## config.mk

```make
export PLATFORM = sky130hd
export DESIGN_NAME = rgb_gray_stream
export DESIGN_NICKNAME = d
export VERILOG_FILES = /design/src/rtl/rgb_gray_stream.sv
export SDC_FILE = /design/constraint.sdc
export NUM_CORES = 1
export LEC_CHECK = 0
export ABC_AREA = 1
export CAP_MARGIN = 20
export CORE_MARGIN = 3
export CORE_UTILIZATION = 48
export CTS_BUF_LIST = sky130_fd_sc_hd__clkbuf_8
export DETAILED_ROUTE_END_ITERATION = 16
export PLACE_DENSITY = 0.66
export SYNTH_ARGS = -nofsm -noshare
export SYNTH_HDL_FRONTEND = slang
export SYNTH_SLANG_ARGS = --single-unit
```

## constraint.sdc

```tcl
create_clock -name clk -period 4.5 [get_ports clk]
set_input_delay 0.9 -clock clk [delete_from_list [all_inputs] [get_ports clk]]
set_output_delay 0.9 -clock clk [all_outputs]
set_load 0.005 [all_outputs]
```

## src/rtl/rgb_gray_stream.sv

```systemverilog
// Streaming RGB-to-grayscale converter with a two-stage pipeline.
// Raster tags and the per-frame mode travel alongside each pixel.
module rgb_gray_stream #(
    parameter int PIX_W  = 8,
    parameter int IMG_W  = 500,
    parameter int IMG_H  = 500,
    parameter int FCNT_W = 16
) (
    input  logic              clk,
    input  logic              rst,
    input  logic [1:0]        mode,
    input  logic              in_valid,
    output logic              in_ready,
    input  logic [PIX_W-1:0]  in_r,
    input  logic [PIX_W-1:0]  in_g,
    input  logic [PIX_W-1:0]  in_b,
    output logic              out_valid,
    input  logic              out_ready,
    output logic [PIX_W-1:0]  out_pix,
    output logic              out_sof,
    output logic              out_eol,
    output logic              out_eof,
    output logic [FCNT_W-1:0] frame_cnt
);

    localparam int XW = (IMG_W > 1) ? $clog2(IMG_W) : 1;
    localparam int YW = (IMG_H > 1) ? $clog2(IMG_H) : 1;
    localparam int AW = PIX_W + 10;

    localparam logic [XW-1:0] X_LAST = XW'(IMG_W - 1);
    localparam logic [YW-1:0] Y_LAST = YW'(IMG_H - 1);

    localparam logic [AW-1:0] K_R   = AW'(77);
    localparam logic [AW-1:0] K_G   = AW'(150);
    localparam logic [AW-1:0] K_B   = AW'(29);
    localparam logic [AW-1:0] K_AVG = AW'(85);
    localparam logic [AW-1:0] K_RND = AW'(128);

    logic [XW-1:0]     r_x;
    logic [YW-1:0]     r_y;
    logic [FCNT_W-1:0] r_fcnt;
    logic [1:0]        r_mode;

    logic              r_s1_v;
    logic [1:0]        r_s1_mode;
    logic [AW-1:0]     r_s1_pr;
    logic [AW-1:0]     r_s1_pg;
    logic [AW-1:0]     r_s1_pb;
    logic [AW-1:0]     r_s1_sum;
    logic [PIX_W-1:0]  r_s1_max;
    logic [PIX_W-1:0]  r_s1_r;
    logic              r_s1_sof;
    logic              r_s1_eol;
    logic              r_s1_eof;

    logic              r_out_valid;
    logic [PIX_W-1:0]  r_out_pix;
    logic              r_out_sof;
    logic              r_out_eol;
    logic              r_out_eof;

    logic              w_en;
    logic              w_acc;
    logic              w_first;
    logic              w_xlast;
    logic              w_ylast;
    logic [1:0]        w_mode;
    logic [PIX_W-1:0]  w_max;
    logic [AW-1:0]     w_luma;
    logic [AW-1:0]     w_avg;
    logic [PIX_W-1:0]  w_pix;

    // The whole pipe advances as one unit whenever the output slot can move.
    assign w_en     = !r_out_valid || out_ready;
    assign w_acc    = in_valid && w_en;
    assign in_ready = w_en;

    assign w_first = (r_x == '0) && (r_y == '0);
    assign w_xlast = (r_x == X_LAST);
    assign w_ylast = (r_y == Y_LAST);
    // Pixel (0,0) already uses the freshly sampled mode.
    assign w_mode  = w_first ? mode : r_mode;

    always_ff @(posedge clk) begin
        if (rst) begin
            r_x    <= '0;
            r_y    <= '0;
            r_fcnt <= '0;
            r_mode <= 2'd0;
        end else if (w_acc) begin
            if (w_first) begin
                r_mode <= mode;
            end
            if (w_xlast) begin
                r_x <= '0;
                if (w_ylast) begin
                    r_y    <= '0;
                    r_fcnt <= r_fcnt + FCNT_W'(1);
                end else begin
                    r_y <= r_y + YW'(1);
                end
            end else begin
                r_x <= r_x + XW'(1);
            end
        end
    end

    always_comb begin
        w_max = in_r;
        if (in_g > w_max) w_max = in_g;
        if (in_b > w_max) w_max = in_b;
    end

    always_ff @(posedge clk) begin
        if (rst) begin
            r_s1_v    <= 1'b0;
            r_s1_mode <= 2'd0;
            r_s1_pr   <= '0;
            r_s1_pg   <= '0;
            r_s1_pb   <= '0;
            r_s1_sum  <= '0;
            r_s1_max  <= '0;
            r_s1_r    <= '0;
            r_s1_sof  <= 1'b0;
            r_s1_eol  <= 1'b0;
            r_s1_eof  <= 1'b0;
        end else if (w_en) begin
            r_s1_v    <= in_valid;
            r_s1_mode <= w_mode;
            r_s1_pr   <= AW'(in_r) * K_R;
            r_s1_pg   <= AW'(in_g) * K_G;
            r_s1_pb   <= AW'(in_b) * K_B;
            r_s1_sum  <= AW'(in_r) + AW'(in_g) + AW'(in_b);
            r_s1_max  <= w_max;
            r_s1_r    <= in_r;
            r_s1_sof  <= in_valid && w_first;
            r_s1_eol  <= in_valid && w_xlast;
            r_s1_eof  <= in_valid && w_xlast && w_ylast;
        end
    end

    assign w_luma = r_s1_pr + r_s1_pg + r_s1_pb + K_RND;
    assign w_avg  = r_s1_sum * K_AVG + K_RND;

    always_comb begin
        w_pix = '0;
        unique case (r_s1_mode)
            2'd0: w_pix = PIX_W'(w_luma >> 8);
            2'd1: w_pix = PIX_W'(w_avg >> 8);
            2'd2: w_pix = r_s1_max;
            2'd3: w_pix = r_s1_r;
        endcase
    end

    always_ff @(posedge clk) begin
        if (rst) begin
            r_out_valid <= 1'b0;
            r_out_pix   <= '0;
            r_out_sof   <= 1'b0;
            r_out_eol   <= 1'b0;
            r_out_eof   <= 1'b0;
        end else if (w_en) begin
            r_out_valid <= r_s1_v;
            r_out_pix   <= w_pix;
            r_out_sof   <= r_s1_sof;
            r_out_eol   <= r_s1_eol;
            r_out_eof   <= r_s1_eof;
        end
    end

    assign out_valid = r_out_valid;
    assign out_pix   = r_out_pix;
    assign out_sof   = r_out_sof;
    assign out_eol   = r_out_eol;
    assign out_eof   = r_out_eof;
    assign frame_cnt = r_fcnt;

endmodule
```

==> results.cfg, run 1 <==
[worst_setup_path]
endpoint_kind = register
worstSetupPathDepth = 15
worstPathCellList = clkdlybuf4s50_1 -> ha_1 -> ha_1 -> inv_1 -> fa_1 -> fa_1 -> inv_1 -> ha_1 -> a21o_1 -> o21ai_0 -> nand3_1 -> nand2_1 -> nand3_1 -> o211ai_1 -> inv_1
worstPathArrival_ns = 4.33
ff2ff_path_depth = 17
cp_num_buf_inv = 4
startpoint_type = input port
path_class = in2reg
path_delay_family = adder cells
cp_slowest_cell = clkdlybuf4s50_1
cp_max_fo = 5
slowest_delay_ns = 0.54
crit_required_ns = 4.85

[timing]
slew_headroom_pct = 50.21
min_period_ns = 3.983
tightestPinTransition_ns = 0.7458
rsz0062_at_grt = false
worst_slack_ns = 0.5173
tns_ns = 0
fin_skew_ns = 0.01735
drv_slew = 0
setup-violations-final = 0
hold_violations = 0
fmax_mhz = 251.1
whs_ns = 0.4491
period_share_pct = 88.51

[finish]
seq_area_mm2 = 0.002422
area_growth_pct = 12.87
fillCellCount = 2288
multi_input_area_mm2 = 0.007936
final_common_cell = nand2_1
diodes = 0
final_cells = 1997
layout.nets = 1945
mostFrequentLayoutCells = nand2_1 (307), inv_1 (281), ha_1 (194)
drive_above_1_share_pct = 5.066

[power]
seqPwrFrac_pct = 23.7
switching_share_pct = 48.31
p_switching_mw = 2.844
power.share.combinational_pct = 59.9
intPower_mw = 3.043
clkPwrFrac_pct = 16.4
power_density_mw_per_mm2 = 450.5
peakVddDrop_mv = 0.2397
p_leak_nw = 6.810

[detailed_routing]
antenna_left = 0
avgViaCountPerCell = 5.159
dr.first_iter.drc_count = 722
vias = 10302
drcViolationCount = 0
routedWlPerCell_um = 14.31
postRouteWirelength_um = 28580
dr.pass1.iters = 6

[synth]
ys_ff_latch = 121
syn_nets = 1869
ys_seq_area_share_pct = 20.92
avgSynthCellArea_um2 = 7.287
yosysUniqueCellTypes = 39
synth_cells = 1589
yosysWarningCount = 0
syn_area_mm2 = 0.01158

[die]
io-pin-count = 59
rows = 56
dieWidth_um = 161.3
dieArea_mm2 = 0.02602
floorplan.initialDensity_pct = 49.04
coreArea_mm2 = 0.02361
die_h_um = 161.3

[global_route]
grt_max_degree = 112
antenna_found_initial = 1
first_global_vias = 9810
grt_usage_pct = 22.77
overflow = 0
grt_pass1_wl_um = 48300

[placement]
dpl_worst_slack_ns = 0.04843
dp_cells = 1965
hpwl_um = 23200
place_congestion = 0.9499
portBuffers = 58

[run]
maxCapViolations = 0

[run_status]
outcome = finished clean

[clock_network]
clock-sinks = 121
cts-buffers-inserted = 17
cts_setup_buffers = 0
hold_buffers = 0
clockBufferDepth = 2
root_buffer = clkbuf_8
cts.clk_slew.worst_paths_ns = 0.08
cts_tree = built
clk_latency_ns = 0.46
cts_resized = 0
htree_levels = 4

[worst_hold_path]
whs_path_depth = 2
hold_class = reg2reg
-- power by group through the flow --
stage / registers, mW / clock network [mW] / logic (mW)
floorplan: 1.36 / 0 / 2.61
global placement: 1.42 / 0 / 3.46
detailed placement: 1.42 / 0 / 3.49
CTS: 1.39 / 0.994 / 3.53
global route: 1.41 / 1.04 / 4.12
finish: 1.39 / 0.968 / 3.53
-- cell families (layout without fill, tap and decap cells) --
family / after synthesis / after routing / synth area share (%)
AO/OA/AOI/OAI: 244 / 244 / 11.66
XOR/XNOR: 32 / 32 / 2.421
adder cells (fa/ha/maj): 250 / 250 / 30.65
buffers and inverters: 320 / 409 / 10.54
flip-flops: 121 / 121 / 20.92
AND/OR/NAND/NOR: 622 / 622 / 23.82
-- synth_stat cells, drive strengths merged --
master | number | area (um^2)
nand2 | 308 | 1164
inv | 287 | 1077
ha | 194 | 2427
nand3 | 131 | 685.7
dfxtp | 121 | 2422
nor2 | 117 | 461.7
o21ai | 96 | 480.5
a21oi | 93 | 465.5
fa | 56 | 1121
clkbuf | 26 | 97.59
nand4 | 22 | 143.9
o211ai | 20 | 150.1
xor2 | 19 | 166.4
nor3 | 17 | 117.6
o21bai | 16 | 120.1
xnor2 | 13 | 113.9
a31oi | 8 | 50.05
nand3b | 8 | 60.06
buf | 6 | 41.28
o21a | 6 | 45.04
nor3b | 5 | 37.54
nor4 | 5 | 31.28
a21o | 4 | 30.03
and2 | 4 | 25.02
or2 | 4 | 25.02
clkinv | 1 | 3.750
o221ai | 1 | 8.760
or3 | 1 | 6.260
-- layout make-up --
cell class / instances / share of cell area, %
clock buffer: 17 / 1.790
clock inverter: 15 / 1.197
inverter: 288 / 8.281
multi-input combinational: 1148 / 60.73
sequential: 121 / 18.54
tap: 319 / 3.054
timing repair buffer: 89 / 6.415
-- per-stage QoR --
stage / area [um^2] / power, mW / utilization [%]
floorplan: 11580 / 3.965 / -
global placement: 12680 / 4.877 / 53.69
detailed placement: 12680 / 4.911 / 53.69
CTS: 13070 / 5.918 / 55.35
global route: 13070 / 6.571 / 55.35
finish: 13070 / 5.888 / 55.35
-- flip-flops by register name, summed over array words and instances (netlist names) --
register and flops:
frame_cnt 16, out_eof 1, out_eol 1, out_pix 8, out_sof 1, out_valid 1, r_mode 2, r_s1_eof 1
r_s1_eol 1, r_s1_max 8, r_s1_mode 2, r_s1_pb 13, r_s1_pg 15, r_s1_pr 13, r_s1_r 8, r_s1_sof 1
r_s1_sum 10, r_s1_v 1, r_x 9, r_y 9
-- worst paths after layout --
check              startpoint  slack [ns]          end
setup / recovery      in_r[5]        0.52  r_s1_pr[12]
hold reg to reg     r_s1_r[2]        0.45    r_s1_r[2]
hold / removal      r_s1_r[2]        0.45    r_s1_r[2]
setup reg to reg  r_s1_sum[5]        0.80   out_pix[7]
-- worst reg2reg max path, stage by stage (launching register included) --
cell	delay, ns
dfxtp_1	0.38
ha_1	0.32
inv_1	0.06
fa_1	0.50
inv_1	0.05
fa_1	0.48
fa_1	0.50
ha_1	0.38
nand2_1	0.11
nor2_1	0.15
and2_1	0.14
nand2_1	0.06
nand3_1	0.09
nand2_1	0.05
nand3_1	0.07
nand3_1	0.09
nor2_1	0.11
nor2_1	0.04
-- layer usage --
metal  share of wire, %  vias up  GRT usage, %  wire [um]
li1                   -     5346             -          -
met1                 50     4743         32.96      14330
met2                 44      188         36.11      12710
met3                3.8       25         2.847       1100
met4                1.6        0         5.749        445
met5                  0        -             0          0
Note: power is estimated with default switching activity, not from simulation.
==> inputs of run 2 (changes only) <==
--- a/config.mk
+++ b/config.mk
@@ -9,7 +9,6 @@
 export CAP_MARGIN = 20
 export CORE_MARGIN = 3
 export CORE_UTILIZATION = 48
-export CTS_BUF_LIST = sky130_fd_sc_hd__clkbuf_8
 export DETAILED_ROUTE_END_ITERATION = 16
 export PLACE_DENSITY = 0.66
 export SYNTH_ARGS = -nofsm -noshare
==> results.cfg, run 2 (synthesized netlist as in run 1, its figures left out) <==
[run_status]
outcome = finished clean

[die]
coreArea_mm2 = 0.02361
rows = 56
dieWidth_um = 161.3
io-pin-count = 59
dieArea_mm2 = 0.02602
die_h_um = 161.3
floorplan.initialDensity_pct = 49.04

[clock_network]
root_buffer = clkbuf_16
clockBufferDepth = 2
cts_tree = built
htree_levels = 4
clock-sinks = 121
clk_latency_ns = 0.43
cts_setup_buffers = 0
hold_buffers = 0
cts.clk_slew.worst_paths_ns = 0.06
cts-buffers-inserted = 17
cts_resized = 0

[timing]
tns_ns = 0
tightestPinTransition_ns = 0.7296
slew_headroom_pct = 51.29
period_share_pct = 89.43
rsz0062_at_grt = false
min_period_ns = 4.024
hold_violations = 0
setup-violations-final = 0
fmax_mhz = 248.5
fin_skew_ns = 0.01382
drv_slew = 0

[worst_hold_path]
hold_end = r_s1_r[2]
hold_class = reg2reg
hp-start = r_s1_r[2]
whs_path_depth = 2

[placement]
hpwl_um = 23200
portBuffers = 58
place_congestion = 0.9499
dp_cells = 1965

[detailed_routing]
drcViolationCount = 0
routedWlPerCell_um = 14.39
dr.first_iter.drc_count = 739
postRouteWirelength_um = 28730
dr.pass1.iters = 5
avgViaCountPerCell = 5.170
antenna_left = 0
vias = 10324

[finish]
mostFrequentLayoutCells = nand2_1 (307), inv_1 (281), ha_1 (194)
final_common_cell = nand2_1
multi_input_area_mm2 = 0.007936
diodes = 0
area_growth_pct = 14.52
final_cells = 1997
drive_above_1_share_pct = 5.066
largest_reg_flops = 16
layout.nets = 1945
seq_area_mm2 = 0.002422
fillCellCount = 2271

[worst_setup_path]
r2r_end = out_pix[7]
rrSetupSlack_ns = 0.80
cp_max_fo = 5
crit_required_ns = 4.82
ff2ff_path_depth = 17
endpoint_kind = register
worstPathArrival_ns = 4.34
path_class = in2reg
timing.rr.start = r_s1_sum[5]
startpoint_type = input port

[power]
power_density_mw_per_mm2 = 473.4
peakVddDrop_mv = 0.2404
p_leak_nw = 6.897

[global_route]
first_global_vias = 9889
overflow = 0
grt_pass1_wl_um = 48590
grt_max_degree = 112
antenna_found_initial = 0
grt_usage_pct = 22.84

[run]
maxCapViolations = 0
==> run 2: changes by cell type in the layout (fill, tap and decap cells not counted) <==
cell       previous run  this run
clkbuf_16             0        17
clkbuf_8             17         0
==> run 2: routing by layer <==
metal  up-vias  global-route usage, %  wire [um]
li1       5346                      -          -
met1      4747                  32.92      14300
met2       202                  36.67      12880
met3        29                  2.565       1141
met4         0                  5.710        407
met5         -                      0          0
==> run 2: area by class of cell <==
class,instances,area share [%]
timing repair buffer,89,6.322
clock buffer,17,3.208
tap,319,3.010
sequential,121,18.27
clock inverter,15,1.179
multi-input combinational,1148,59.85
inverter,288,8.162
==> run 2: critical path: stages <==
cell             delay [ns]
clkdlybuf4s50_1        0.54
ha_1                   0.26
ha_1                   0.27
inv_1                  0.05
fa_1                   0.50
fa_1                   0.51
inv_1                  0.04
ha_1                   0.36
a21o_1                 0.23
o21ai_0                0.25
nand3_1                0.14
nand2_1                0.08
nand3_1                0.06
o211ai_1               0.10
inv_1                  0.05
==> run 2: where the power goes <==
part | total [mW] | internal [mW] | switching [mW]
logic | 3.54 | 1.39 | 2.14
clock network | 1.35 | 0.738 | 0.609
registers | 1.39 | 1.24 | 0.154
==> run 2: through the flow <==
| step | util (%) | hold WS (ns) | power, mW | setup WS, ns | area, um^2 |
|---|---|---|---|---|---|
| floorplan | - | 0.4245 | 3.965 | 0.7678 | 11580 |
| global placement | 53.69 | 0.4386 | 4.877 | 0.1047 | 12680 |
| detailed placement | 53.69 | 0.4382 | 4.911 | 0.04843 | 12680 |
| CTS | 56.16 | 0.4470 | 6.298 | 0.4813 | 13260 |
| global route | 56.16 | 0.4621 | 6.948 | 0.3180 | 13260 |
| finish | 56.16 | 0.4456 | 6.278 | 0.4755 | 13260 |
==> run 2: worst max path at each step <==
stage             from     endpoint  slack (ns)  depth (start not counted)
3_3_place_gp   in_r[5]  r_s1_pr[12]        0.10                         15
5_1_grt        in_r[5]  r_s1_pr[12]        0.32                         15
2_1_floorplan  in_r[4]  r_s1_pr[12]        0.77                         14
4_1_cts        in_r[5]  r_s1_pr[12]        0.48                         15
6_report       in_r[5]  r_s1_pr[12]        0.48                         15
3_5_place_dp   in_r[5]  r_s1_pr[12]        0.05                         15
==> inputs of run 3 (changes only) <==
--- a/config.mk
+++ b/config.mk
@@ -10,6 +10,7 @@
 export CORE_MARGIN = 3
 export CORE_UTILIZATION = 48
 export DETAILED_ROUTE_END_ITERATION = 16
+export GPL_TIMING_DRIVEN = 0
 export PLACE_DENSITY = 0.66
 export SYNTH_ARGS = -nofsm -noshare
 export SYNTH_HDL_FRONTEND = slang
==> results.cfg, run 3 (synthesized netlist as in run 1, its figures left out) <==
[finish]
diodes = 0
fillCellCount = 2314
post-route-util_pct = 55.64
drive_above_1_share_pct = 3.514
stdcell_area_mm2 = 0.01314
mostFrequentLayoutCells = nand2_1 (306), inv_1 (282), ha_1 (194)
area_growth_pct = 13.46
final_common_cell = nand2_1
seq_area_mm2 = 0.002422
multi_input_area_mm2 = 0.007939
largest_reg_flops = 16
layout.nets = 1946
final_cells = 1998

[timing]
tns_ns = 0
period_share_pct = 94.92
fin_skew_ns = 0.007562
hold_violations = 0
min_period_ns = 4.271
setup-violations-final = 0
rsz0062_at_grt = false
slew_headroom_pct = 46.63
tightestPinTransition_ns = 0.8006
fmax_mhz = 234.1
drv_slew = 0

[die]
dieArea_mm2 = 0.02602
rows = 56
io-pin-count = 59
die_h_um = 161.3
dieWidth_um = 161.3
coreArea_mm2 = 0.02361
floorplan.initialDensity_pct = 49.04

[worst_setup_path]
path_class = in2reg
startpoint_type = input port
worstPathArrival_ns = 4.60
crit_required_ns = 4.83
endpoint_kind = register
cp_max_fo = 6

[clock_network]
cts.clk_slew.worst_paths_ns = 0.06
cts_setup_buffers = 0
clock-sinks = 121
htree_levels = 4
cts-buffers-inserted = 17
root_buffer = clkbuf_16
clk_latency_ns = 0.43
clockBufferDepth = 2
cts_tree = built

[detailed_routing]
dr.pass1.iters = 6
antenna_left = 0
drcViolationCount = 0
routedWlPerCell_um = 15.58
dr.first_iter.drc_count = 683
avgViaCountPerCell = 5.290
postRouteWirelength_um = 31120
vias = 10569

[placement]
hpwl_um = 25370
place_congestion = 0.9512
portBuffers = 58
dp_cells = 1966
placed_area_mm2 = 0.01256

[global_route]
antenna_found_initial = 0
first_global_vias = 9956
grt_max_degree = 17
overflow = 0
grt_pass1_wl_um = 50850
grt_usage_pct = 24.36

[power]
total_power_mw = 6.247
power_density_mw_per_mm2 = 475.5
p_leak_nw = 6.837
peakVddDrop_mv = 0.2562

[run_status]
outcome = finished clean

[run]
maxCapViolations = 0

[worst_hold_path]
hold_class = reg2reg
-- run 3: worst paths after layout --
kind / start / end / slack, ns / cells after the start
max: in_g[6] / r_s1_pg[12] / 0.23 / 17
min: r_s1_r[4] / r_s1_r[4] / 0.46 / 2
max reg2reg: r_s1_sum[5] / out_pix[7] / 0.76 / 18
min reg2reg: r_s1_r[4] / r_s1_r[4] / 0.46 / 2
-- run 3: cell type report --
cell class	count	area share (%)
plain buffers	32	1.057
clock buffers	19	3.448
clock inverters	13	0.8095
inverters	288	8.229
multi-input cells	1148	60.43
flip-flops and latches	121	18.44
well taps	319	3.038
repair buffers	58	4.552
-- run 3: routing by layer --
metal / track usage (%) / vias up / share of wire (%)
met5: 0 / - / 0
met4: 6.453 / 0 / 2.1
met3: 4.283 / 50 / 5.0
met2: 39.41 / 247 / 46
met1: 33.73 / 4928 / 47
li1: - / 5344 / -
-- run 3: timing repair --
item	4_1_cts	5_1_grt
endpoints found under the setup margin	0	14
hold buffers	0	0
gates resized for setup	0	8
-- run 3: through the flow --
stage	worst slack [ns]	hold slack [ns]
final	0.2287	0.4574
after global routing	0.01927	0.4797
after CTS	0.1435	0.4561
after detailed placement	-0.2976	0.4460
after global placement	-0.2637	0.4382
after floorplan	0.7678	0.4245
-- run 3: where the power goes --
part | switching [mW] | leakage, nW | internal (mW) | total (mW)
combinational | 2.17 | 5.58 | 1.38 | 3.55
clock | 0.559 | 0.262 | 0.745 | 1.30
sequential | 0.153 | 0.996 | 1.24 | 1.39
-- run 3: worst max-delay path: stages --
cell and delay [ns]:
clkdlybuf4s50_1 0.73, ha_1 0.31, ha_1 0.27, inv_1 0.05, fa_1 0.49, fa_1 0.51
inv_1 0.04, ha_1 0.35, nand2_1 0.09, inv_1 0.06, nand4_1 0.16, a21oi_1 0.20
nor2_1 0.06, nand2_1 0.06, nand3_1 0.16, nand2_1 0.12, inv_1 0.04
==> edit: new RTL, config.mk and constraints of run 1 <==
The parameter `IMG_H` goes from 500 to 1000.
--- a/src/rtl/rgb_gray_stream.sv
+++ b/src/rtl/rgb_gray_stream.sv
@@ -3,7 +3,7 @@
 module rgb_gray_stream #(
     parameter int PIX_W  = 8,
     parameter int IMG_W  = 500,
-    parameter int IMG_H  = 500,
+    parameter int IMG_H  = 1000,
     parameter int FCNT_W = 16
 ) (
     input  logic              clk,
Function: no difference found for any inputs over 4 cycles, from zero or initial values and one cycle with rst high; that may be too few to reach the edited logic, so the function may still have changed.
==> edit against run 1 <==
- synthesized cell count up 1.4%
- wire length increased by 3.3%
- worst setup slack better by 0.0092 ns
- power shrank 1.0%
- sequential cell count up 1
- synthesized area rose by 1.7%
- cell area rose by 1.7%
- critical path type unchanged
- largest cell class unchanged
- highest routed layer unchanged
==> edit: results (changes against run 1) <==
run_status:
  outcome: "completed"
yosys:
  synth_seq_area_share_pct: 20.7  # -0.18 points
  syn_nets: 1892  # +1.2%
  syn_area_um2: 11800  # +1.7%
  synth_top_cells_by_count: "nand2_1 (299), inv_1 (271), ha_1 (194), nand3_1 (125), dfxtp_1 (122)"
  synthTopCellsByArea: "dfxtp_1 (21%), ha_1 (21%), nand2_1 (9.5%), fa_1 (9.5%), inv_1 (8.6%)"
  yosysUniqueCellTypes: 49  # +26%
placed_design:
  gp_congestion: 0.917  # -3.5%
  post_dp_cell_area_um2: 12900  # +2.0%
pwr:
  p_leak_nw: 6.82  # +0.20%
  p_switching_w: 0.00274  # -3.6%
cells_and_area:
  design.seq.count: 122  # +0.83%
  fillers: 2350  # +2.7%
  n_clock_buffer: 19  # +2
  nMultiInputCombCells: 1178  # +2.6%
  drive_above_1_share_pct: 6.20  # +1.1 points
  seq_area_share_pct: 18.4  # -0.16 points
  buffer_area_share_pct: 6.57  # +0.16 points
  signal_buffers: 97  # +9.0%
  clkCellAreaFrac_pct: 2.75  # -0.24 points
  regArea_um2: 2440  # +0.83%
  multi_input_area_share_pct: 61.4  # +0.62 points
grt:
  antenna_found_initial: 0  # -1
  use_met1_pct: 33.3  # +0.30 points
  grt_pass1_vias: 9971  # +1.6%
  grt_pass1_wl_um: 49600  # +2.7%
  grt_max_degree: 85  # -24%
critical_path:
  slowest_delay_ns: 0.52  # -0.02 ns
-- edit: cell count changes after synthesis, sizes merged, moves of 3 or more --
cell / before / now
inv: 287 / 276
nor3: 17 / 28
nor2: 117 / 127
nand4: 22 / 31
a21oi: 93 / 99
clkbuf: 26 / 22
clkinv: 1 / 5
nand2: 308 / 304
buf: 6 / 9
-- edit: logic make-up (layout without fill, tap and decap cells) --
kind of cell    count (synthesis)  after routing  share of synthesized area, %
simple gates                  644            644                          24.8
buf+inv                       312            410                          10.0
compound gates                252            252                          11.9
fa+ha+maj                     250            250                          30.1
flops                         122            122                          20.7
xor+xnor                       32             32                          2.38
-- edit: per-layer routing --
layer / part of all wire, % / wire [um]
met1: 49 / 14400
met2: 44 / 13100
met3: 4.5 / 1330
met4: 2.4 / 722
met5: 0 / 0
-- edit: power groups by stage --
stage                     clock (W)  combinational (W)  sequential [W]
after floorplan                   0            0.00262         0.00137
after global placement            0            0.00345         0.00143
after detailed placement          0            0.00350         0.00143
after CTS                  0.000924            0.00353         0.00141
after global routing       0.000966            0.00412         0.00142
final                      0.000905            0.00352         0.00140
-- edit: final timing paths --
| kind | startpoint | to | slack [ns] | cells after the start |
|---|---|---|---|---|
| max | in_r[5] | r_s1_pr[12] | 0.53 | 15 |
| min | r_s1_eof | r_s1_eof | 0.47 | 2 |
| max reg2reg | r_s1_sum[5] | out_pix[5] | 0.75 | 15 |
| min reg2reg | r_s1_eof | r_s1_eof | 0.47 | 2 |
-- edit: critical path, delay by kind of cell --
kind | cells | cell delay (ns)
simple gates | 3 | 0.28
buf+inv | 4 | 0.67
fa+ha+maj | 5 | 1.89
compound gates | 3 | 0.58
